<file path="src/rtl/mult_pkg.sv">
// Shared types and constants for the multiplier feeder stage.
package mult_pkg;

   typedef logic signed [7:0]  operand_t;
   typedef logic signed [15:0] product_t;

   typedef enum logic [1:0] {
      IDLE,
      START,
      GUARD,
      WAIT
   } feeder_state_t;

   localparam product_t TIMEOUT_PRODUCT = 16'h8000;

endpackage

</file>
<file path="src/rtl/mult_feeder_fifo.sv">
// Small operand FIFO for the multiplier feeder.
// DEPTH must be a power of two so the pointers wrap on their own.
module mult_feeder_fifo #(
   parameter int DEPTH = 4,
   parameter int WIDTH = 16
) (
   input  logic                     clk,
   input  logic                     reset,
   input  logic                     i_push,
   input  logic                     i_pop,
   input  logic [WIDTH-1:0]         i_data,
   output logic [WIDTH-1:0]         o_data,
   output logic                     o_full,
   output logic                     o_empty,
   output logic [$clog2(DEPTH):0]   o_count
);

   localparam int PTR_W = $clog2(DEPTH);
   localparam int CNT_W = PTR_W + 1;

   logic [WIDTH-1:0] r_mem [DEPTH];
   logic [PTR_W-1:0] r_wrPtr;
   logic [PTR_W-1:0] r_rdPtr;
   logic [CNT_W-1:0] r_count;
   logic             w_doPush;
   logic             w_doPop;

   assign w_doPush = i_push && !o_full;
   assign w_doPop  = i_pop && !o_empty;

   // Storage array; contents need no reset because the count defines what is valid.
   always_ff @(posedge clk) begin
      if (w_doPush) begin
         r_mem[r_wrPtr] <= i_data;
      end
   end

   // Pointers and occupancy; a simultaneous push and pop leaves the count unchanged.
   always_ff @(posedge clk or negedge reset) begin
      if (!reset) begin
         r_wrPtr <= '0;
         r_rdPtr <= '0;
         r_count <= '0;
      end else begin
         if (w_doPush) begin
            r_wrPtr <= r_wrPtr + PTR_W'(1);
         end
         if (w_doPop) begin
            r_rdPtr <= r_rdPtr + PTR_W'(1);
         end
         if (w_doPush && !w_doPop) begin
            r_count <= r_count + CNT_W'(1);
         end else if (w_doPop && !w_doPush) begin
            r_count <= r_count - CNT_W'(1);
         end
      end
   end

   assign o_data  = r_mem[r_rdPtr];
   assign o_full  = (r_count == CNT_W'(DEPTH));
   assign o_empty = (r_count == '0);
   assign o_count = r_count;

endmodule

</file>
<file path="src/rtl/mult_feeder.sv">
// Feeder stage for the 8x8 signed sequential multiplier: buffers operand
// pairs, issues them one at a time, supervises each op with a watchdog and
// presents products on a valid/ready stream.
// Optional macro SELF_CHECK_EN adds a reference multiplier and a sticky
// check_err output.
module mult_feeder
   import mult_pkg::*;
#(
   parameter int DEPTH   = 4,
   parameter int TIMEOUT = 31
) (
   input  logic        clk,
   input  logic        reset,
   input  logic        in_valid,
   output logic        in_ready,
   input  logic [7:0]  in_multiplier,
   input  logic [7:0]  in_multiplicand,
   output logic        mult_start,
   output logic [7:0]  mult_multiplier,
   output logic [7:0]  mult_multiplicand,
   input  logic [15:0] mult_product,
   input  logic        mult_done,
   output logic        out_valid,
   input  logic        out_ready,
   output logic [15:0] out_product,
   output logic        busy,
   output logic        timeout_err
`ifdef SELF_CHECK_EN
   ,
   output logic        check_err
`endif
);

   localparam int CNT_W = $clog2(DEPTH) + 1;
   localparam int WD_W  = $clog2(TIMEOUT + 1);

   feeder_state_t    r_state;
   logic             r_multStart;
   operand_t         r_multiplier;
   operand_t         r_multiplicand;
   logic [WD_W-1:0]  r_wdCount;
   logic             r_outValid;
   logic [15:0]      r_outProduct;
   logic             r_timeoutErr;

   logic             w_full;
   logic             w_empty;
   logic             w_push;
   logic             w_pop;
   logic             w_slotFree;
   logic [15:0]      w_fifoHead;
   logic [CNT_W-1:0] w_fifoCount;

   assign w_push     = in_valid && !w_full;
   assign w_slotFree = !r_outValid || out_ready;
   assign w_pop      = (r_state == IDLE) && !w_empty && w_slotFree;

   mult_feeder_fifo #(
      .DEPTH (DEPTH),
      .WIDTH (16)
   ) u_fifo (
      .clk     (clk),
      .reset   (reset),
      .i_push  (w_push),
      .i_pop   (w_pop),
      .i_data  ({in_multiplier, in_multiplicand}),
      .o_data  (w_fifoHead),
      .o_full  (w_full),
      .o_empty (w_empty),
      .o_count (w_fifoCount)
   );

   // Sequencer: pops the head on entry to START so operands are stable for the
   // whole START..capture window, skips the stale done in GUARD, then waits for
   // done or the watchdog. Output slot handshake lives here as well.
   always_ff @(posedge clk or negedge reset) begin
      if (!reset) begin
         r_state        <= IDLE;
         r_multStart    <= 1'b0;
         r_multiplier   <= '0;
         r_multiplicand <= '0;
         r_wdCount      <= '0;
         r_outValid     <= 1'b0;
         r_outProduct   <= '0;
         r_timeoutErr   <= 1'b0;
      end else begin
         r_multStart <= 1'b0;
         if (r_outValid && out_ready) begin
            r_outValid <= 1'b0;
         end
         case (r_state)
            IDLE: begin
               if (w_pop) begin
                  r_state                          <= START;
                  r_multStart                      <= 1'b1;
                  {r_multiplier, r_multiplicand}   <= w_fifoHead;
               end
            end
            START: begin
               r_state   <= GUARD;
               r_wdCount <= '0;
            end
            GUARD: begin
               r_state <= WAIT;
            end
            WAIT: begin
               if (mult_done) begin
                  r_outProduct <= mult_product;
                  r_outValid   <= 1'b1;
                  r_state      <= IDLE;
               end else if (r_wdCount == WD_W'(TIMEOUT - 1)) begin
                  r_outProduct <= TIMEOUT_PRODUCT;
                  r_outValid   <= 1'b1;
                  r_timeoutErr <= 1'b1;
                  r_state      <= IDLE;
               end else begin
                  r_wdCount <= r_wdCount + WD_W'(1);
               end
            end
            default: begin
               r_state <= IDLE;
            end
         endcase
      end
   end

   assign in_ready          = !w_full;
   assign mult_start        = r_multStart;
   assign mult_multiplier   = r_multiplier;
   assign mult_multiplicand = r_multiplicand;
   assign out_valid         = r_outValid;
   assign out_product       = r_outProduct;
   assign timeout_err       = r_timeoutErr;
   assign busy              = (r_state != IDLE) || (w_fifoCount != '0);

`ifdef SELF_CHECK_EN
   product_t w_refProduct;
   logic     r_checkErr;

   assign w_refProduct = product_t'(r_multiplier) * product_t'(r_multiplicand);

   // Sticky flag raised when a genuinely captured product disagrees with the reference.
   always_ff @(posedge clk or negedge reset) begin
      if (!reset) begin
         r_checkErr <= 1'b0;
      end else if ((r_state == WAIT) && mult_done && (mult_product != w_refProduct)) begin
         r_checkErr <= 1'b1;
      end
   end

   assign check_err = r_checkErr;
`endif

endmodule
</file>
<file path="config.mk">
export PLATFORM = sky130hd
export DESIGN_NAME = mult_feeder
export DESIGN_NICKNAME = d
export VERILOG_FILES = /design/src/rtl/mult_pkg.sv /design/src/rtl/mult_feeder_fifo.sv /design/src/rtl/mult_feeder.sv
export SDC_FILE = /design/constraint.sdc
export NUM_CORES = 1
export LEC_CHECK = 0
export ABC_CLOCK_PERIOD_IN_PS = 2800
export CORE_MARGIN = 2
export CORE_UTILIZATION = 30
export DETAILED_ROUTE_END_ITERATION = 16
export PLACE_DENSITY_LB_ADDON = 0.08
export SYNTH_ARGS = -nofsm -noshare
export SYNTH_HDL_FRONTEND = slang
export SYNTH_HIERARCHICAL = 1
export SYNTH_SLANG_ARGS = --single-unit
</file>
<file path="constraint.sdc">
create_clock -name clk -period 2.8 [get_ports clk]
set_input_delay 0.56 -clock clk [delete_from_list [all_inputs] [get_ports clk]]
set_output_delay 0.56 -clock clk [all_outputs]
set_load 0.005 [all_outputs]
</file>
==> metrics.txt, run 1 <==
# TYPE chip_impl_metric gauge
chip_impl_info{name="timing_worst_setup_path_type",value="register to primary output"} 1
chip_impl_info{name="crit_slowest_cell",value="sky130_fd_sc_hd__or4_1"} 1
chip_impl_metric{name="place.port_buffers",unit=""} 73
chip_impl_info{name="min_path_type",value="input pin to asynchronous set/reset pin"} 1
chip_impl_info{name="synthFlopType",value="sky130_fd_sc_hd__edfxtp_1"} 1
chip_impl_metric{name="design.die.area",unit="um^2"} 16220
chip_impl_metric{name="routedWlPerCell",unit="um"} 16.53
chip_impl_metric{name="htreeDepth",unit=""} 4
chip_impl_metric{name="clkLatencyLatePin",unit="ps"} 410
chip_impl_metric{name="design.final.nets",unit=""} 391
chip_impl_metric{name="rr_worst_depth",unit=""} 10
chip_impl_info{name="outcome",value="finished, final reports clean"} 1
chip_impl_metric{name="r2r_setup_slack",unit="ps"} 560
chip_impl_info{name="worst_path_most_repeated_cell",value="sky130_fd_sc_hd__inv_1"} 1
chip_impl_info{name="critical_path.endpoint_type",value="primary output"} 1
chip_impl_metric{name="ctsHoldBuffers",unit=""} 0
chip_impl_metric{name="die_y",unit="um"} 127.4
chip_impl_metric{name="grt_pass1_wl",unit="um"} 14370
chip_impl_metric{name="synthesis.area",unit="um^2"} 4566
chip_impl_metric{name="place.gp.congestion",unit=""} 0.6703
chip_impl_metric{name="synth_simple_gate_area_share",unit="%"} 4.275
chip_impl_info{name="cts_tree",value="built"} 1
chip_impl_metric{name="floorplan.initialDensity",unit="%"} 30.37
chip_impl_metric{name="worst_ep_required_time",unit="ps"} 2240
chip_impl_metric{name="synth.net_count",unit=""} 297
chip_impl_metric{name="worst-slew-pin-transition",unit="ps"} 720.3
chip_impl_metric{name="drt_pre_antenna_iters",unit=""} 4
chip_impl_metric{name="antenna-diode-count",unit=""} 0
chip_impl_metric{name="coreArea",unit="um^2"} 15030
chip_impl_metric{name="detailedRoute.firstIterationViolations",unit=""} 101
chip_impl_metric{name="max_slew_violation_count",unit=""} 0
chip_impl_metric{name="top_level_ports",unit=""} 74
chip_impl_metric{name="grt_pass1_vias",unit=""} 2545
chip_impl_metric{name="power_per_cell_area",unit="nW/um^2"} 1134
chip_impl_info{name="crit_family",value="simple AND/OR/NAND/NOR gates"} 1
chip_impl_metric{name="synth_edf_count",unit=""} 64
chip_impl_metric{name="compound_cell_area_share_of_the_yosys_netlist",unit="%"} 4.878
chip_impl_metric{name="fin_cells",unit=""} 542
chip_impl_metric{name="syn_avg_cell_area",unit="um^2"} 18.48
chip_impl_metric{name="global_route.usage.total",unit="%"} 12.09
chip_impl_metric{name="final_layout_size_suffix_gt1_share",unit="%"} 23.16
chip_impl_metric{name="critical_path_peak_fanout",unit=""} 4
chip_impl_info{name="timing.critical_path.cells",value="inv_1, ha_1, inv_1, or4_1, dlymetal6s2s_1"} 1
chip_impl_metric{name="critical_path_buffers_and_inverters",unit=""} 3
chip_impl_metric{name="asyncSetResetFlopFracSynth",unit="%"} 43.36
chip_impl_metric{name="cts.path.max_buffers",unit=""} 2
chip_impl_metric{name="area_growth_syn_to_layout",unit="%"} 35.08
chip_impl_metric{name="clock-skew-final",unit="ps"} 12.38
chip_impl_metric{name="post_synth_fa_ha_maj_area_fraction",unit="%"} 3.727
chip_impl_metric{name="drc",unit=""} 0
chip_impl_metric{name="postSynthRegisterBits",unit=""} 113
chip_impl_metric{name="netlist_instances",unit=""} 247
chip_impl_metric{name="setup_viol_count_final",unit=""} 0
chip_impl_metric{name="max_freq",unit="GHz"} 0.4120
chip_impl_metric{name="cpPeakStageDelay",unit="ps"} 510
chip_impl_metric{name="cts_num_sinks",unit=""} 113
chip_impl_metric{name="layout_worst_path_cycle_share",unit="%"} 86.69
chip_impl_info{name="rr_startpoint",value="u_fifo/o_count[0]"} 1
chip_impl_metric{name="avgViaCountPerCell",unit=""} 4.467
chip_impl_metric{name="hold_violations",unit=""} 0
chip_impl_metric{name="setup_total_negative_slack",unit="ps"} 0
chip_impl_metric{name="synth.area.mux_share",unit="%"} 13.62
chip_impl_metric{name="die-width",unit="um"} 127.4
chip_impl_info{name="rsz0062_at_grt",value="false"} 1
chip_impl_metric{name="clkTransAtPathRegs",unit="ps"} 50
chip_impl_metric{name="count_of_vias_placed_by_the_detailed_router",unit=""} 2421
chip_impl_info{name="dominant_combinational_cell_family_by_area_after_synthesis",value="multiplexers"} 1
chip_impl_metric{name="yosysSeqAreaShare",unit="%"} 68.95
chip_impl_metric{name="synth_xor_xnor_area_share",unit="%"} 1.535
chip_impl_metric{name="placed_cells_incl_taps",unit=""} 510
chip_impl_metric{name="placement_rows",unit=""} 45
chip_impl_info{name="cp-start-kind",value="register"} 1
chip_impl_metric{name="slew_headroom",unit="%"} 51.98
chip_impl_metric{name="fin_crit",unit="ps"} 2427
chip_impl_info{name="r2r-end",value="u_fifo/o_count[2]"} 1
chip_impl_metric{name="grt-ovfl-total",unit=""} 0
chip_impl_metric{name="antenna_found_initial",unit=""} 0
chip_impl_metric{name="post_synth_num_cell_types",unit=""} 40
chip_impl_metric{name="dp.final_hpwl",unit="um"} 5625
chip_impl_metric{name="synth.yosys.warnings",unit=""} 6
chip_impl_metric{name="grt_max_degree",unit=""} 31
chip_impl_metric{name="totalWireLength",unit="um"} 8957
chip_impl_metric{name="tritoncts.num_buffers",unit=""} 17
chip_impl_info{name="clock-root-buffer",value="sky130_fd_sc_hd__clkbuf_16"} 1
chip_impl_metric{name="leakagePower",unit="nW"} 2.394
chip_impl_metric{name="worst_ir_drop_vdd",unit="V"} 0.0005224
chip_impl_metric{name="antenna_violating_nets_post_route",unit=""} 0
chip_impl_metric{name="cp.arrival",unit="ps"} 1870
chip_impl_metric{name="drv.max_cap_violation_count",unit=""} 0
cell usage in the layout (no fill, tap or decap), types with 3 or more instances in the layout:
cell and count:
sky130_fd_sc_hd__xnor2_1 4, sky130_fd_sc_hd__clkbuf_16 17, sky130_fd_sc_hd__clkdlybuf4s50_1 71, sky130_fd_sc_hd__bufinv_16 4, sky130_fd_sc_hd__nand2_1 6, sky130_fd_sc_hd__a22o_2 6
sky130_fd_sc_hd__ha_1 12, sky130_fd_sc_hd__xor2_1 4, sky130_fd_sc_hd__mux4_1 8, sky130_fd_sc_hd__buf_4 10, sky130_fd_sc_hd__dfrtp_1 49, sky130_fd_sc_hd__a22o_1 9
sky130_fd_sc_hd__clkinv_2 3, sky130_fd_sc_hd__and2_1 5, sky130_fd_sc_hd__mux4_2 8, sky130_fd_sc_hd__inv_1 10, sky130_fd_sc_hd__nor2b_1 4, sky130_fd_sc_hd__clkinv_4 3
sky130_fd_sc_hd__nand3_1 3, sky130_fd_sc_hd__edfxtp_1 64, sky130_fd_sc_hd__mux2_2 17, sky130_fd_sc_hd__o21ai_0 4
flip-flops by register name, indices dropped and copies added (netlist names), 2 cells and up:
| name | count |
|---|---|
| u_fifo/r_mem | 64 |
| out_product | 16 |
| mult_multiplicand | 8 |
| mult_multiplier | 8 |
| r_wdCount | 5 |
| u_fifo/o_count | 3 |
| r_state | 2 |
| u_fifo/r_rdPtr | 2 |
| u_fifo/r_wrPtr | 2 |
worst reg2reg max path, stage by stage, from the launching register on:
cell                      delay (ps)
sky130_fd_sc_hd__dfrtp_1         450
sky130_fd_sc_hd__or3_1           440
sky130_fd_sc_hd__inv_1           100
sky130_fd_sc_hd__nor3b_2          60
sky130_fd_sc_hd__nand2_1         100
sky130_fd_sc_hd__ha_1            180
sky130_fd_sc_hd__inv_1            60
sky130_fd_sc_hd__fa_1            380
sky130_fd_sc_hd__xor2_1          150
sky130_fd_sc_hd__nor2_1          110
sky130_fd_sc_hd__xor2_1          140
where the power goes:
part | internal, W | switching, W | total [W]
combinational | 0.00130 | 0.000895 | 0.00220
clock | 0.00149 | 0.000760 | 0.00225
sequential | 0.00231 | 0.000241 | 0.00255
total | 0.00510 | 0.00190 | 0.00699
metrics by stage:
step	power (W)	worst slack, ps	hold slack (ps)	utilization (%)	cell area [um^2]
finish	0.006992	372.8	209.2	41.02	6167
global route	0.007447	231.8	276.0	41.02	6167
CTS	0.007127	15.69	245.2	41.01	6165
detailed placement	0.004849	267.2	451.2	36.90	5547
global placement	0.004830	299.2	453.1	36.90	5547
floorplan	0.003911	442.1	264.4	-	4566
per-layer routing:
layer	up-vias	part of all wire, %	global-route usage (%)
met5	-	0	0
met4	0	1.1	4.460
met3	8	5.0	4.564
met2	65	49	19.28
met1	1221	45	15.06
li1	1127	-	-
Yosys cell counts, types with 2 or more instances:
| master | number | share of area, % |
|---|---|---|
| sky130_fd_sc_hd__nand3_1 | 3 | 0.33 |
| sky130_fd_sc_hd__nor2b_1 | 4 | 0.55 |
| sky130_fd_sc_hd__ha_1 | 12 | 3.3 |
| sky130_fd_sc_hd__o21ai_0 | 4 | 0.44 |
| sky130_fd_sc_hd__buf_6 | 4 | 0.99 |
| sky130_fd_sc_hd__inv_1 | 10 | 0.82 |
| sky130_fd_sc_hd__a21o_1 | 2 | 0.33 |
| sky130_fd_sc_hd__a21oi_1 | 2 | 0.22 |
| sky130_fd_sc_hd__xor2_1 | 4 | 0.77 |
| sky130_fd_sc_hd__mux2_4 | 2 | 0.66 |
| sky130_fd_sc_hd__edfxtp_1 | 64 | 42 |
| sky130_fd_sc_hd__nand2_1 | 6 | 0.49 |
| sky130_fd_sc_hd__buf_2 | 2 | 0.22 |
| sky130_fd_sc_hd__xnor2_1 | 4 | 0.77 |
| sky130_fd_sc_hd__a22o_1 | 9 | 1.7 |
| sky130_fd_sc_hd__nor2_1 | 2 | 0.16 |
| sky130_fd_sc_hd__dfrtp_1 | 49 | 27 |
| sky130_fd_sc_hd__and2_1 | 5 | 0.69 |
| sky130_fd_sc_hd__nor3b_1 | 3 | 0.49 |
| sky130_fd_sc_hd__a22o_2 | 6 | 1.3 |
| sky130_fd_sc_hd__mux4_2 | 8 | 3.9 |
| sky130_fd_sc_hd__mux4_1 | 8 | 4.6 |
| sky130_fd_sc_hd__mux2_2 | 17 | 4.2 |
worst max path at each step:
stage                            from                end  depth (start not counted)
floorplan           u_fifo/o_count[0]  u_fifo/o_count[2]                         12
global placement            out_ready  u_fifo/o_count[1]                          8
detailed placement          out_ready  u_fifo/o_count[1]                          8
CTS                        r_state[1]               busy                          5
global route               r_state[1]               busy                          5
finish                     r_state[1]               busy                          5
repair_timing:
action	CTS	global route
gates resized for setup	0	1
buffers inserted	0	0
setup endpoints to repair	0	1
cell type report:
cell class,count,area (um^2)
multi-input combinational,114,1285
sequential,113,3148
tap,188,235.2
fill,1390,8866
clock buffer,18,429.2
clock inverter,14,188.9
timing repair buffer,85,843.3
inverter,10,37.54
kinds of logic (layout without fill, tap and decap cells):
group | count (synthesis) | in the layout
simple gates | 31 | 31
xor+xnor | 8 | 8
buf+inv | 20 | 127
compound gates | 26 | 26
fa+ha+maj | 13 | 13
flops | 113 | 113
mux | 36 | 36
Note: power is estimated with default switching activity, not from simulation.
==> inputs of run 2 (changes only) <==
- CTS_BUF_LIST: not set -> sky130_fd_sc_hd__clkbuf_8
==> metrics.txt, run 2 (synthesized netlist as in run 1, its figures left out) <==
# TYPE chip_impl_metric gauge
chip_impl_info{name="outcome",value="finished, final reports clean"} 1
chip_impl_metric{name="layout_worst_path_cycle_share",unit="%"} 85.84
chip_impl_metric{name="avgViaCountPerCell",unit=""} 4.460
chip_impl_metric{name="largest_reg_flops",unit=""} 64
chip_impl_metric{name="worst_ep_required_time",unit="ps"} 2240
chip_impl_info{name="regMostFlops",value="u_fifo/r_mem"} 1
chip_impl_metric{name="cpPeakStageDelay",unit="ps"} 510
chip_impl_metric{name="r2r_setup_slack",unit="ps"} 560
chip_impl_metric{name="leakagePower",unit="nW"} 2.315
chip_impl_metric{name="post-layout-total-power",unit="W"} 0.006406
chip_impl_metric{name="ctsHoldBuffers",unit=""} 0
chip_impl_info{name="clock-root-buffer",value="sky130_fd_sc_hd__clkbuf_8"} 1
chip_impl_metric{name="total_net_switching_power",unit="W"} 0.001826
chip_impl_metric{name="hold_violations",unit=""} 0
chip_impl_metric{name="placement_rows",unit=""} 45
chip_impl_metric{name="clkLatencyLatePin",unit="ps"} 420
chip_impl_metric{name="p_int",unit="W"} 0.004580
chip_impl_info{name="min_path_type",value="input pin to asynchronous set/reset pin"} 1
chip_impl_metric{name="p_comb_share",unit="%"} 34.6
chip_impl_metric{name="die-width",unit="um"} 127.4
chip_impl_metric{name="worst-slew-pin-transition",unit="ps"} 722.9
chip_impl_metric{name="grt_max_degree",unit=""} 31
chip_impl_metric{name="place_ws",unit="ps"} 267.2
chip_impl_metric{name="cts.path.max_buffers",unit=""} 2
chip_impl_info{name="worst_path_most_repeated_cell",value="sky130_fd_sc_hd__inv_1"} 1
chip_impl_metric{name="antenna_violating_nets_post_route",unit=""} 0
chip_impl_metric{name="grt-ovfl-total",unit=""} 0
chip_impl_metric{name="fin_cells",unit=""} 543
chip_impl_metric{name="global_route.usage.total",unit="%"} 12.19
chip_impl_metric{name="max_slew_violation_count",unit=""} 0
chip_impl_metric{name="grt_pass1_vias",unit=""} 2556
chip_impl_info{name="most-common-layout-cells",value="sky130_fd_sc_hd__clkdlybuf4s50_1 (71), sky130_fd_sc_hd__edfxtp_1 (64), sky130_fd_sc_hd__dfrtp_1 (49)"} 1
chip_impl_info{name="cts_tree",value="built"} 1
chip_impl_metric{name="drt_pre_antenna_iters",unit=""} 4
chip_impl_metric{name="grt_pass1_wl",unit="um"} 14500
chip_impl_metric{name="setup_viol_count_final",unit=""} 0
chip_impl_metric{name="power_per_cell_area",unit="nW/um^2"} 1071
chip_impl_metric{name="antenna-diode-count",unit=""} 0
chip_impl_metric{name="power.share.clock",unit="%"} 25.6
chip_impl_metric{name="layout.filler_cells",unit=""} 1406
chip_impl_info{name="timing.critical_path.cells",value="inv_1, ha_1, inv_1, or4_1, dlymetal6s2s_1"} 1
chip_impl_metric{name="clkTransAtPathRegs",unit="ps"} 70
chip_impl_info{name="rsz0062_at_grt",value="false"} 1
chip_impl_metric{name="antenna_found_initial",unit=""} 0
chip_impl_metric{name="routedWlPerCell",unit="um"} 16.60
chip_impl_metric{name="htreeDepth",unit=""} 4
chip_impl_metric{name="drc",unit=""} 0
chip_impl_info{name="mostFrequentLayoutCell",value="sky130_fd_sc_hd__clkdlybuf4s50_1"} 1
chip_impl_metric{name="area_growth_syn_to_layout",unit="%"} 31.05
chip_impl_metric{name="fin_crit",unit="ps"} 2404
chip_impl_metric{name="max_freq",unit="GHz"} 0.4160
chip_impl_metric{name="dp.final_hpwl",unit="um"} 5625
chip_impl_metric{name="cts_num_sinks",unit=""} 113
chip_impl_metric{name="total_area_of_multi_input_combinational_cells",unit="um^2"} 1285
chip_impl_metric{name="sequential_cell_area",unit="um^2"} 3148
chip_impl_metric{name="detailedRoute.firstIterationViolations",unit=""} 107
chip_impl_metric{name="critical_path_buffers_and_inverters",unit=""} 3
chip_impl_metric{name="place.port_buffers",unit=""} 73
chip_impl_metric{name="final_layout_size_suffix_gt1_share",unit="%"} 23.66
chip_impl_metric{name="floorplan.initialDensity",unit="%"} 30.37
chip_impl_metric{name="worst_ir_drop_vdd",unit="V"} 0.0003454
chip_impl_metric{name="slew_headroom",unit="%"} 51.81
chip_impl_metric{name="top_level_ports",unit=""} 74
chip_impl_metric{name="die_y",unit="um"} 127.4
chip_impl_metric{name="placed_cells_incl_taps",unit=""} 510
chip_impl_metric{name="setup_slack",unit="ps"} 396.4
chip_impl_metric{name="setup_total_negative_slack",unit="ps"} 0
chip_impl_metric{name="place.gp.congestion",unit=""} 0.6703
chip_impl_metric{name="coreArea",unit="um^2"} 15030
chip_impl_metric{name="tritoncts.num_buffers",unit=""} 17
chip_impl_metric{name="count_of_vias_placed_by_the_detailed_router",unit=""} 2422
chip_impl_info{name="timing_worst_setup_path_type",value="register to primary output"} 1
chip_impl_metric{name="critical_path_peak_fanout",unit=""} 4
chip_impl_info{name="crit_slowest_cell",value="sky130_fd_sc_hd__or4_1"} 1
chip_impl_metric{name="totalWireLength",unit="um"} 9013
chip_impl_info{name="crit_family",value="simple AND/OR/NAND/NOR gates"} 1
chip_impl_metric{name="pwr-share-seq",unit="%"} 39.7
chip_impl_metric{name="switching_share",unit="%"} 28.50
chip_impl_metric{name="drv.max_cap_violation_count",unit=""} 0
chip_impl_metric{name="design.die.area",unit="um^2"} 16220
chip_impl_info{name="cp-start-kind",value="register"} 1
chip_impl_metric{name="cp.arrival",unit="ps"} 1840
chip_impl_metric{name="clock-skew-final",unit="ps"} 10.32
chip_impl_metric{name="design.final.nets",unit=""} 392
chip_impl_info{name="critical_path.endpoint_type",value="primary output"} 1
## run 2: final timing paths
check	end	cells past startpoint	startpoint
min	r_wdCount[4]	1	reset
min in group clk	timeout_err	1	timeout_err
max reg2reg	u_fifo/o_count[2]	10	u_fifo/o_count[0]
max in group asynchronous	u_fifo/o_count[0]	2	reset
min reg2reg	timeout_err	1	timeout_err
max	busy	5	r_state[1]
## run 2: final cells by class
cell class              instances  area share, %
flip-flops and latches        113          52.61
multi-input cells             114          21.48
repair buffers                 86          14.22
well taps                     188          3.931
clock buffers                  17          3.910
clock inverters                15          3.220
inverters                      10         0.6274
## run 2: through the flow
stage	cell area, um^2	hold WS, ps	utilization, %
finish	5983	197.0	39.80
detailed placement	5547	451.2	36.90
CTS	5981	202.7	39.78
global placement	5547	453.1	36.90
floorplan	4566	264.4	-
global route	5983	236.0	39.80
## run 2: power groups by stage
stage               sequential (W)  combinational (W)  clock [W]
finish                     0.00255            0.00222    0.00164
global route               0.00261            0.00246    0.00179
CTS                        0.00256            0.00229    0.00170
detailed placement         0.00259            0.00226          0
global placement           0.00258            0.00225          0
floorplan                  0.00256            0.00135          0
## run 2: timing repair
item | 4_1_cts | 5_1_grt
endpoints found under the setup margin | 1 | 1
buffers inserted | 1 | 0
pin swaps | 0 | 0
gates resized for setup | 1 | 1
## run 2: worst reg2reg max path, delay by kind of cell (launching register included)
| family | cells | cell delay (ps) |
|---|---|---|
| and+or+nand+nor | 4 | 710 |
| adders and majority gates | 2 | 560 |
| DFF | 1 | 450 |
| xor gates and xnor gates | 2 | 290 |
| buffers and inverters | 2 | 160 |
## run 2: per-layer routing
| metal | vias up | routed length (um) | track usage [%] |
|---|---|---|---|
| met2 | 68 | 4460 | 19.85 |
| met5 | - | 0 | 0 |
| li1 | 1132 | - | - |
| met3 | 9 | 477 | 4.564 |
| met4 | 0 | 106 | 4.654 |
| met1 | 1213 | 3968 | 14.79 |
==> inputs of run 3 (changes only) <==
- ABC_CLOCK_PERIOD_IN_PS: 2800 -> 3100
- clock period: 2.8 -> 3.1 ns (I/O delays scaled with it)
==> metrics.txt, run 3 (synthesized netlist as in run 1, its figures left out) <==
# TYPE chip_impl_metric gauge
chip_impl_info{name="outcome",value="finished, final reports clean"} 1
chip_impl_metric{name="floorplan.initialDensity",unit="%"} 30.37
chip_impl_metric{name="drv.max_cap_violation_count",unit=""} 0
chip_impl_metric{name="routedWlPerCell",unit="um"} 16.51
chip_impl_info{name="r2r-end",value="u_fifo/o_count[2]"} 1
chip_impl_metric{name="met3_length",unit="um"} 450
chip_impl_metric{name="p_int",unit="W"} 0.003906
chip_impl_info{name="route.top_layer_used",value="met4"} 1
chip_impl_metric{name="drt_pre_antenna_iters",unit=""} 4
chip_impl_metric{name="htreeDepth",unit=""} 4
chip_impl_info{name="timing_worst_setup_path_type",value="register to primary output"} 1
chip_impl_metric{name="worst_ir_drop_vdd",unit="V"} 0.0003871
chip_impl_info{name="worst_path_most_repeated_cell",value="sky130_fd_sc_hd__inv_1"} 1
chip_impl_metric{name="design.die.area",unit="um^2"} 16220
chip_impl_metric{name="worst_ep_required_time",unit="ps"} 2480
chip_impl_info{name="cp-endpoint",value="busy"} 1
chip_impl_metric{name="die-width",unit="um"} 127.4
chip_impl_metric{name="placement_rows",unit=""} 45
chip_impl_info{name="crit_start",value="r_state[1]"} 1
chip_impl_info{name="critical_path.endpoint_type",value="primary output"} 1
chip_impl_metric{name="place_ws",unit="ps"} 528.8
chip_impl_info{name="regMostFlops",value="u_fifo/r_mem"} 1
chip_impl_metric{name="r2r_setup_slack",unit="ps"} 840
chip_impl_metric{name="drc",unit=""} 0
chip_impl_metric{name="die_y",unit="um"} 127.4
chip_impl_metric{name="post-layout-total-power",unit="W"} 0.005482
chip_impl_info{name="cp-start-kind",value="register"} 1
chip_impl_metric{name="top_level_ports",unit=""} 74
chip_impl_info{name="crit_slowest_cell",value="sky130_fd_sc_hd__or4_1"} 1
chip_impl_metric{name="global_route.usage.total",unit="%"} 12.11
chip_impl_info{name="rsz0062_at_grt",value="false"} 1
chip_impl_metric{name="wl_met2",unit="um"} 4224
chip_impl_metric{name="rr_worst_depth",unit=""} 10
chip_impl_metric{name="place.gp.congestion",unit=""} 0.6543
chip_impl_metric{name="switching_share",unit="%"} 28.74
chip_impl_info{name="cts_tree",value="built"} 1
chip_impl_metric{name="p_comb_share",unit="%"} 34.4
chip_impl_metric{name="place.port_buffers",unit=""} 73
chip_impl_metric{name="antenna_violating_nets_post_route",unit=""} 0
chip_impl_metric{name="cts.path.max_buffers",unit=""} 2
chip_impl_info{name="most-common-layout-cells",value="sky130_fd_sc_hd__clkdlybuf4s50_1 (72), sky130_fd_sc_hd__edfxtp_1 (64), sky130_fd_sc_hd__dfrtp_1 (49)"} 1
chip_impl_metric{name="pwr-share-seq",unit="%"} 43.0
chip_impl_metric{name="cts.repair.resized",unit=""} 0
chip_impl_metric{name="detailedRoute.firstIterationViolations",unit=""} 89
chip_impl_metric{name="layout.filler_cells",unit=""} 1395
chip_impl_metric{name="grt_max_degree",unit=""} 40
chip_impl_metric{name="grt_pass1_vias",unit=""} 2527
chip_impl_metric{name="antenna_found_initial",unit=""} 0
chip_impl_metric{name="setup_total_negative_slack",unit="ps"} 0
chip_impl_metric{name="max_freq",unit="GHz"} 0.3538
chip_impl_metric{name="count_of_vias_placed_by_the_detailed_router",unit=""} 2421
chip_impl_metric{name="tritoncts.num_buffers",unit=""} 17
chip_impl_metric{name="cts_num_sinks",unit=""} 113
chip_impl_metric{name="slew_headroom",unit="%"} 35.55
chip_impl_info{name="min_path_type",value="input pin to asynchronous set/reset pin"} 1
chip_impl_metric{name="routedLengthMet1",unit="um"} 4099
chip_impl_metric{name="clkTransAtPathRegs",unit="ps"} 70
chip_impl_info{name="rr_startpoint",value="u_fifo/o_count[0]"} 1
chip_impl_metric{name="power.share.clock",unit="%"} 22.6
chip_impl_metric{name="setup_viol_count_final",unit=""} 0
chip_impl_metric{name="hold_violations",unit=""} 0
chip_impl_info{name="timing.critical_path.cells",value="inv_1, ha_1, inv_1, or4_1, clkdlybuf4s50_1"} 1
chip_impl_metric{name="coreArea",unit="um^2"} 15030
chip_impl_metric{name="clock-skew-final",unit="ps"} 10.69
chip_impl_metric{name="clkLatencyLatePin",unit="ps"} 420
chip_impl_metric{name="grt_pass1_wl",unit="um"} 14190
chip_impl_metric{name="fin_crit",unit="ps"} 2826
chip_impl_metric{name="power_per_cell_area",unit="nW/um^2"} 938.1
chip_impl_metric{name="final_layout_size_suffix_gt1_share",unit="%"} 20.57
chip_impl_metric{name="totalWireLength",unit="um"} 8885
chip_impl_metric{name="area_growth_syn_to_layout",unit="%"} 27.98
chip_impl_metric{name="largest_reg_flops",unit=""} 64
chip_impl_metric{name="design.final.nets",unit=""} 387
chip_impl_metric{name="leakagePower",unit="nW"} 2.271
chip_impl_info{name="clock-root-buffer",value="sky130_fd_sc_hd__clkbuf_8"} 1
chip_impl_metric{name="cpPeakStageDelay",unit="ps"} 520
chip_impl_metric{name="dp.final_hpwl",unit="um"} 5371
chip_impl_metric{name="worst-slew-pin-transition",unit="ps"} 966.7
chip_impl_metric{name="critical_path_peak_fanout",unit=""} 4
chip_impl_metric{name="setup_slack",unit="ps"} 273.5
chip_impl_metric{name="avgViaCountPerCell",unit=""} 4.500
chip_impl_metric{name="total_net_switching_power",unit="W"} 0.001575
chip_impl_metric{name="cts.repair_timing.setup_buffer_count",unit=""} 0
chip_impl_metric{name="grt-ovfl-total",unit=""} 0
chip_impl_metric{name="antenna-diode-count",unit=""} 0
chip_impl_metric{name="finish.utilization",unit="%"} 38.87
chip_impl_metric{name="cp.arrival",unit="ps"} 2210
chip_impl_info{name="mostFrequentLayoutCell",value="sky130_fd_sc_hd__clkdlybuf4s50_1"} 1
chip_impl_metric{name="ctsHoldBuffers",unit=""} 0
chip_impl_metric{name="max_slew_violation_count",unit=""} 0
chip_impl_metric{name="layout_worst_path_cycle_share",unit="%"} 91.18
## run 3: cell count changes in the layout (fill, tap and decap cells not counted), moves of 2 or more
cell                        previous run  this run
sky130_fd_sc_hd__inv_1                10        16
sky130_fd_sc_hd__buf_4                11         8
sky130_fd_sc_hd__clkinv_4              3         0
sky130_fd_sc_hd__buf_12                2         0
sky130_fd_sc_hd__bufinv_16             4         2
## run 3: per-stage QoR
stage	hold WS, ps	area, um^2	cells
6_report	357.5	5843	538
5_1_grt	407.0	5843	538
4_1_cts	378.9	5843	538
3_5_place_dp	451.8	5492	506
3_3_place_gp	449.7	5492	506
2_1_floorplan	324.4	4566	247
## run 3: metal layers
layer	vias up	GRT usage (%)
met1	1227	15.02
li1	1118	-
met5	-	0
met3	9	5.109
met2	67	18.97
met4	0	4.460
## run 3: how the worst min path moves through the flow
stage	end
after floorplan	mult_multiplicand[0]
after global placement	timeout_err
after detailed placement	timeout_err
after CTS	mult_multiplicand[3]
after global routing	mult_multiplicand[3]
final	mult_multiplicand[2]
## run 3: final cells by class
| type | count | area [um^2] | share of cell area, % |
|---|---|---|---|
| Tap cell | 188 | 235.2 | 4.026 |
| Clock inverter | 15 | 117.6 | 2.013 |
| Clock buffer | 17 | 234.0 | 4.004 |
| Sequential cell | 113 | 3148 | 53.88 |
| Inverter | 10 | 37.54 | 0.6424 |
| Multi-Input combinational cell | 114 | 1285 | 21.99 |
| Timing Repair Buffer | 81 | 785.8 | 13.45 |
## run 3: power by group through the flow
stage          Sequential (W)  Combinational, W  Clock (W)
4_1_cts               0.00237           0.00194    0.00129
2_1_floorplan         0.00231           0.00122          0
3_3_place_gp          0.00239           0.00193          0
3_5_place_dp          0.00240           0.00193          0
5_1_grt               0.00242           0.00210    0.00137
6_report              0.00236           0.00188    0.00124
## run 3: worst max-delay path, delay by kind of cell (launching register included)
kind | cells | cell delay [ps]
adders and majority gates | 1 | 150
and+or+nand+nor | 1 | 520
buffers and inverters | 3 | 690
DFF | 1 | 430
